===== src/rtl/fetch_buffer_pkg.sv =====
// Shared types and constants for the fetch-to-decode path.
package fetch_buffer_pkg;

   localparam int unsigned XLEN = 32;
   localparam logic [XLEN-1:0] NOP_INST = 32'h0000_0013;

   // One fetched instruction as seen by the IF/ID boundary.
   typedef struct packed {
      logic [XLEN-1:0] pc;
      logic [XLEN-1:0] inst;
      logic            access_fault;
   } fetch_packet_t;

endpackage


===== src/rtl/circular_queue.sv =====
// Generic DEPTH-entry packet ring with wrap-bit pointers; clear snaps rd onto wr.
module circular_queue
   import fetch_buffer_pkg::*;
#(
   parameter int unsigned DEPTH = 4
) (
   input  logic                     clk,
   input  logic                     rst_n,
   input  logic                     enq,
   input  fetch_packet_t            enq_data,
   input  logic                     deq,
   input  logic                     clear,
   output fetch_packet_t            head,
   output logic                     full,
   output logic                     empty,
   output logic [$clog2(DEPTH):0]   count
);

   localparam int unsigned IDX_W = $clog2(DEPTH);
   localparam int unsigned PTR_W = IDX_W + 1;

   fetch_packet_t    mem [DEPTH];
   logic [PTR_W-1:0] rd_ptr;
   logic [PTR_W-1:0] wr_ptr;

   // Pointer state; clear wins over any same-cycle enq/deq.
   always_ff @(posedge clk or negedge rst_n) begin
      if (!rst_n) begin
         rd_ptr <= '0;
         wr_ptr <= '0;
      end else if (clear) begin
         rd_ptr <= wr_ptr;
      end else begin
         if (enq) wr_ptr <= wr_ptr + PTR_W'(1);
         if (deq) rd_ptr <= rd_ptr + PTR_W'(1);
      end
   end

   // Entry storage is intentionally not reset.
   always_ff @(posedge clk) begin
      if (enq && !clear) mem[wr_ptr[IDX_W-1:0]] <= enq_data;
   end

   assign empty = (rd_ptr == wr_ptr);
   assign full  = (rd_ptr[IDX_W-1:0] == wr_ptr[IDX_W-1:0]) &&
                  (rd_ptr[IDX_W] != wr_ptr[IDX_W]);
   assign count = wr_ptr - rd_ptr;
   assign head  = mem[rd_ptr[IDX_W-1:0]];

endmodule


===== src/rtl/fetch_buffer.sv =====
// Fetch-to-decode instruction queue with redirect flush and NOP on empty.
module fetch_buffer
   import fetch_buffer_pkg::XLEN;
   import fetch_buffer_pkg::fetch_packet_t;
#(
   parameter int unsigned     DEPTH    = 4,
   parameter logic [XLEN-1:0] NOP_INST = fetch_buffer_pkg::NOP_INST
) (
   input  logic                   clock,
   input  logic                   reset,
   input  logic                   io_in_valid,
   output logic                   io_in_ready,
   input  logic [XLEN-1:0]        io_in_bits_pc,
   input  logic [XLEN-1:0]        io_in_bits_inst,
   input  logic                   io_in_bits_accessFault,
   output logic                   io_out_valid,
   input  logic                   io_out_ready,
   output logic [XLEN-1:0]        io_out_bits_pc,
   output logic [XLEN-1:0]        io_out_bits_inst,
   output logic                   io_out_bits_accessFault,
   input  logic                   io_flush,
   output logic [$clog2(DEPTH):0] io_count
);

   fetch_packet_t in_pkt;
   fetch_packet_t head;
   logic          full;
   logic          empty;
   logic          enq;
   logic          deq;

   assign in_pkt = '{pc: io_in_bits_pc, inst: io_in_bits_inst,
                     access_fault: io_in_bits_accessFault};

   // Handshakes follow current state; a flush suppresses both transfers.
   assign io_in_ready  = !full;
   assign io_out_valid = !empty;
   assign enq = io_in_valid  && io_in_ready  && !io_flush;
   assign deq = io_out_valid && io_out_ready && !io_flush;

   circular_queue #(.DEPTH(DEPTH)) u_queue (
      .clk      (clock),
      .rst_n    (reset),
      .enq      (enq),
      .enq_data (in_pkt),
      .deq      (deq),
      .clear    (io_flush),
      .head     (head),
      .full     (full),
      .empty    (empty),
      .count    (io_count)
   );

   // Decoder must never see a stale encoding while the queue is empty.
   always_comb begin
      io_out_bits_pc          = '0;
      io_out_bits_inst        = NOP_INST;
      io_out_bits_accessFault = 1'b0;
      if (!empty) begin
         io_out_bits_pc          = head.pc;
         io_out_bits_inst        = head.inst;
         io_out_bits_accessFault = head.access_fault;
      end
   end

endmodule


===== config.mk =====
export PLATFORM = sky130hd
export DESIGN_NAME = fetch_buffer
export DESIGN_NICKNAME = d
export VERILOG_FILES = /design/src/rtl/fetch_buffer_pkg.sv /design/src/rtl/circular_queue.sv /design/src/rtl/fetch_buffer.sv
export SDC_FILE = /design/constraint.sdc
export NUM_CORES = 1
export LEC_CHECK = 0
export ABC_AREA = 1
export BUFFER_PORTS_ARGS = -buffer_cell sky130_fd_sc_hd__clkbuf_2
export CAP_MARGIN = 40
export CORE_MARGIN = 5
export CORE_UTILIZATION = 58
export CTS_CLUSTER_DIAMETER = 120
export DETAILED_ROUTE_END_ITERATION = 16
export PLACE_DENSITY = 0.79
export SYNTH_ARGS = -nofsm -noshare
export SYNTH_HDL_FRONTEND = slang
export SYNTH_HIERARCHICAL = 1
export SYNTH_SLANG_ARGS = --single-unit
export TNS_END_PERCENT = 1

===== constraint.sdc =====
create_clock -name clock -period 5.7 [get_ports clock]
set_clock_uncertainty 0.05 [all_clocks]
set_input_delay 1.14 -clock clock [delete_from_list [all_inputs] [get_ports clock]]
set_output_delay 1.14 -clock clock [all_outputs]
set_load 0.01 [all_outputs]

==> flow_summary_export.csv <==
group,metric,value,unit
sta,setup_ws,1.52,ns
synth,ys_types,17,
grt,antenna_found_initial,2,
synth,postSynthCellCount,1232,
clock_tree,cts_buffer_depth,3,
grt,grt_max_degree,80,
critical_path,crit_path_top_delay_cell,"dfrtp_4",
sta,rsz0062_at_grt,"false",
synth,synth.ff_latch_count,266,
critical_path,cp.depth,7,
sta,finalMaxSlewViolations,0,
pwr,total_power,6.72,mW
pwr,p_leak,6.76,nW
synth,synth-seq-area-share,0.666,
die,pin_count,140,
critical_path,cp-endpoint,"io_out_bits_inst[0]",
grt,first_global_vias,7682,
drt,postRouteWirelength,23600,um
grt,grt-ovfl-total,0,
critical_path,ff2ff_path_depth,8,
drt,vias_per_cell,4.81,
sta,fin_tns_setup,0,ns
cells_and_area,mostFrequentLayoutCells,"nand2_1 (353), inv_1 (341), edfxtp_1 (260)",
die,start_util,0.591,
pwr,ir_drop,0.374,mV
die,die_width,154,um
critical_path,crit_start,"u_queue/rd_ptr[0]$_DFFE_PN0P_",
die,die_y,154,um
cells_and_area,finalNonFillerCells,1657,
sta,hold_viol_final,0,
die,rows,52,
die,core_region_area,20200,um2
drt,drtIter0Drc,438,
critical_path,startpoint_type,"flip-flop",
sta,fin_crit_sh,0.733,
clock_tree,clk_pin_slew,0.06,ns
place,preCtsSetupSlack,2.00,ns
synth,yosysWarnings,6,
die,dieArea,23600,um2
pwr,p_per_area,486,nW/um2
run,maxCapViolCount,0,
synth,synth_nets,1310,
synth,syn_avg_cell_area,9.70,um2
status,outcome,"finished clean",
clock_tree,cts_root_buf,"clkbuf_16",
critical_path,crit_type,"flip-flop to output port",
sta,max-slew-margin-rel,0.426,
cells_and_area,layout_commonest_cell,"nand2_1",
drt,drc,0,
critical_path,cp.required,4.51,ns
place,dp.cells,1608,
clock_tree,worstSkewPairLatency,0.52,ns
drt,ant_nets,0,
drt,routedWlPerCell,14.2,um
grt,grt_pass1_wl,37500,um
drt,num_vias,7976,
sta,worst_pin_slew,0.862,ns
clock_tree,cts_made_buffers,26,
clock_tree,cts_tree,"done",
drt,first_pass_iters,5,
clock_tree,cts_resized,0,
critical_path,critPathMaxStageDelay,0.72,ns
synth,yosysTopAreaCellShare,0.653,
synth,yosysTopAreaCell,"edfxtp_1",
critical_path,endpoint_kind,"output port",
clock_tree,cts_max_level,1,
critical_path,crit_fanout,57,
place,io_buffer_count,139,
grt,grt_usage,0.196,
min_path,min_path_type,"input port to async pin",
cells_and_area,final_nets,1444,
clock_tree,clock-sinks,266,
synth,synth_area_leaders,"edfxtp_1 (65%), nand2_1 (11%), inv_1 (11%)",
critical_path,worstReg2RegStart,"u_queue/rd_ptr[0]$_DFFE_PN0P_",
synth,syn_area,12000,um2
critical_path,r2r_slack,2.47,ns
sta,setup_viol,0,
clock_tree,postCtsHoldBufs,0,
place,gp_congestion,0.776,
cells_and_area,drive_gt1_frac,0.145,
cells_and_area,area_delta_synth_final,15.7,%
critical_path,crit_chain,"ha_1, nand2_1, nor2_4, buf_16, buf_4, or2_1, clkbuf_2",
critical_path,cp_data_arrival_time,2.99,ns
sta,whs,0.389,ns
place,post-dp-hpwl,13900,um
critical_path,cp_top_family,"simple AND/OR/NAND/NOR gates",
sta,max_freq,239,MHz
critical_path,path_buf_inv,3,
sta,finalCriticalPeriod,4.18,ns
critical_path,reg2reg_to,"u_queue/mem[2][58]$_DFFE_PP_",
clock_tree,post_cts_buffers,0,
-- power breakdown --
part           total [mW]  leakage, nW  internal, mW  switching (mW)
clock                1.73        0.428          1.04           0.681
sequential           2.39         2.42          2.29          0.0975
combinational        2.61         3.92         0.912            1.69
-- logic make-up (layout without fill, tap and decap cells) --
kind of cell               Yosys count  after routing  share of synthesized area
and+or+nand+nor                    561            561                      0.191
DFF                                266            266                      0.666
AOI/OAI and AO/OA                    2              2                   0.000836
buffers and inverters              394            548                      0.133
adders and majority gates            8              8                    0.00900
xor gates and xnor gates             1              1                   0.000733
other                                0              1                          0
-- worst min path at each step --
stage          cells after the start  slack (ns)                          start                             to
2_1_floorplan                      2        0.46  u_queue/wr_ptr[2]$_DFFE_PN0P_  u_queue/wr_ptr[2]$_DFFE_PN0P_
3_3_place_gp                       2        0.49  u_queue/wr_ptr[2]$_DFFE_PN0P_  u_queue/wr_ptr[2]$_DFFE_PN0P_
3_5_place_dp                       2        0.49  u_queue/wr_ptr[2]$_DFFE_PN0P_  u_queue/wr_ptr[2]$_DFFE_PN0P_
4_1_cts                            1        0.38                          reset  u_queue/rd_ptr[2]$_DFFE_PN0P_
5_1_grt                            1        0.38                          reset  u_queue/wr_ptr[0]$_DFFE_PN0P_
6_report                           1        0.39                          reset  u_queue/wr_ptr[0]$_DFFE_PN0P_
-- state kept, by name, summed over array words and instances, names as in the netlist --
register and flops:
u_queue/mem 260, u_queue/rd_ptr 3, u_queue/wr_ptr 3
-- worst register-to-register path: cells and delay by family (launching register included) --
family                     cells  cell delay, ns
DFF                            1            0.83
and+or+nand+nor                5            1.11
adders and majority gates      1            0.36
buffers and inverters          2            0.56
-- metal layers --
layer,routed length [um],global-route usage,part of all wire,vias up
li1,-,-,-,4011
met1,9230,0.243,0.39,3644
met2,11900,0.351,0.50,277
met3,1930,0.0453,0.082,40
met4,496,0.0479,0.021,4
met5,22,0,0.00093,-
-- synthesized netlist by cell type --
master / n
nand2_1: 353
buf_6: 4
dfrtp_1: 6
buf_4: 13
clkbuf_1: 6
nand3_1: 134
a21oi_1: 1
nor2_1: 71
or2_1: 3
buf_2: 27
xor2_1: 1
inv_1: 343
fa_1: 1
o21ai_0: 1
inv_2: 1
ha_1: 7
edfxtp_1: 260
-- cell type report --
cell class | count | area (um2)
clock buffer | 32 | 694
sequential | 266 | 7960
tap | 270 | 338
timing repair buffer | 156 | 921
antenna | 1 | 2.50
fill | 1484 | 6410
multi-input combinational | 572 | 2440
clock inverter | 16 | 178
inverter | 344 | 1290
-- per-stage QoR --
stage	utilization	area, um2
final	0.683	13800
after global routing	0.683	13800
after CTS	0.683	13800
after detailed placement	0.640	13000
after global placement	0.634	12800
after floorplan	-	12000
No activity file was read; power rests on OpenSTA's default activity.
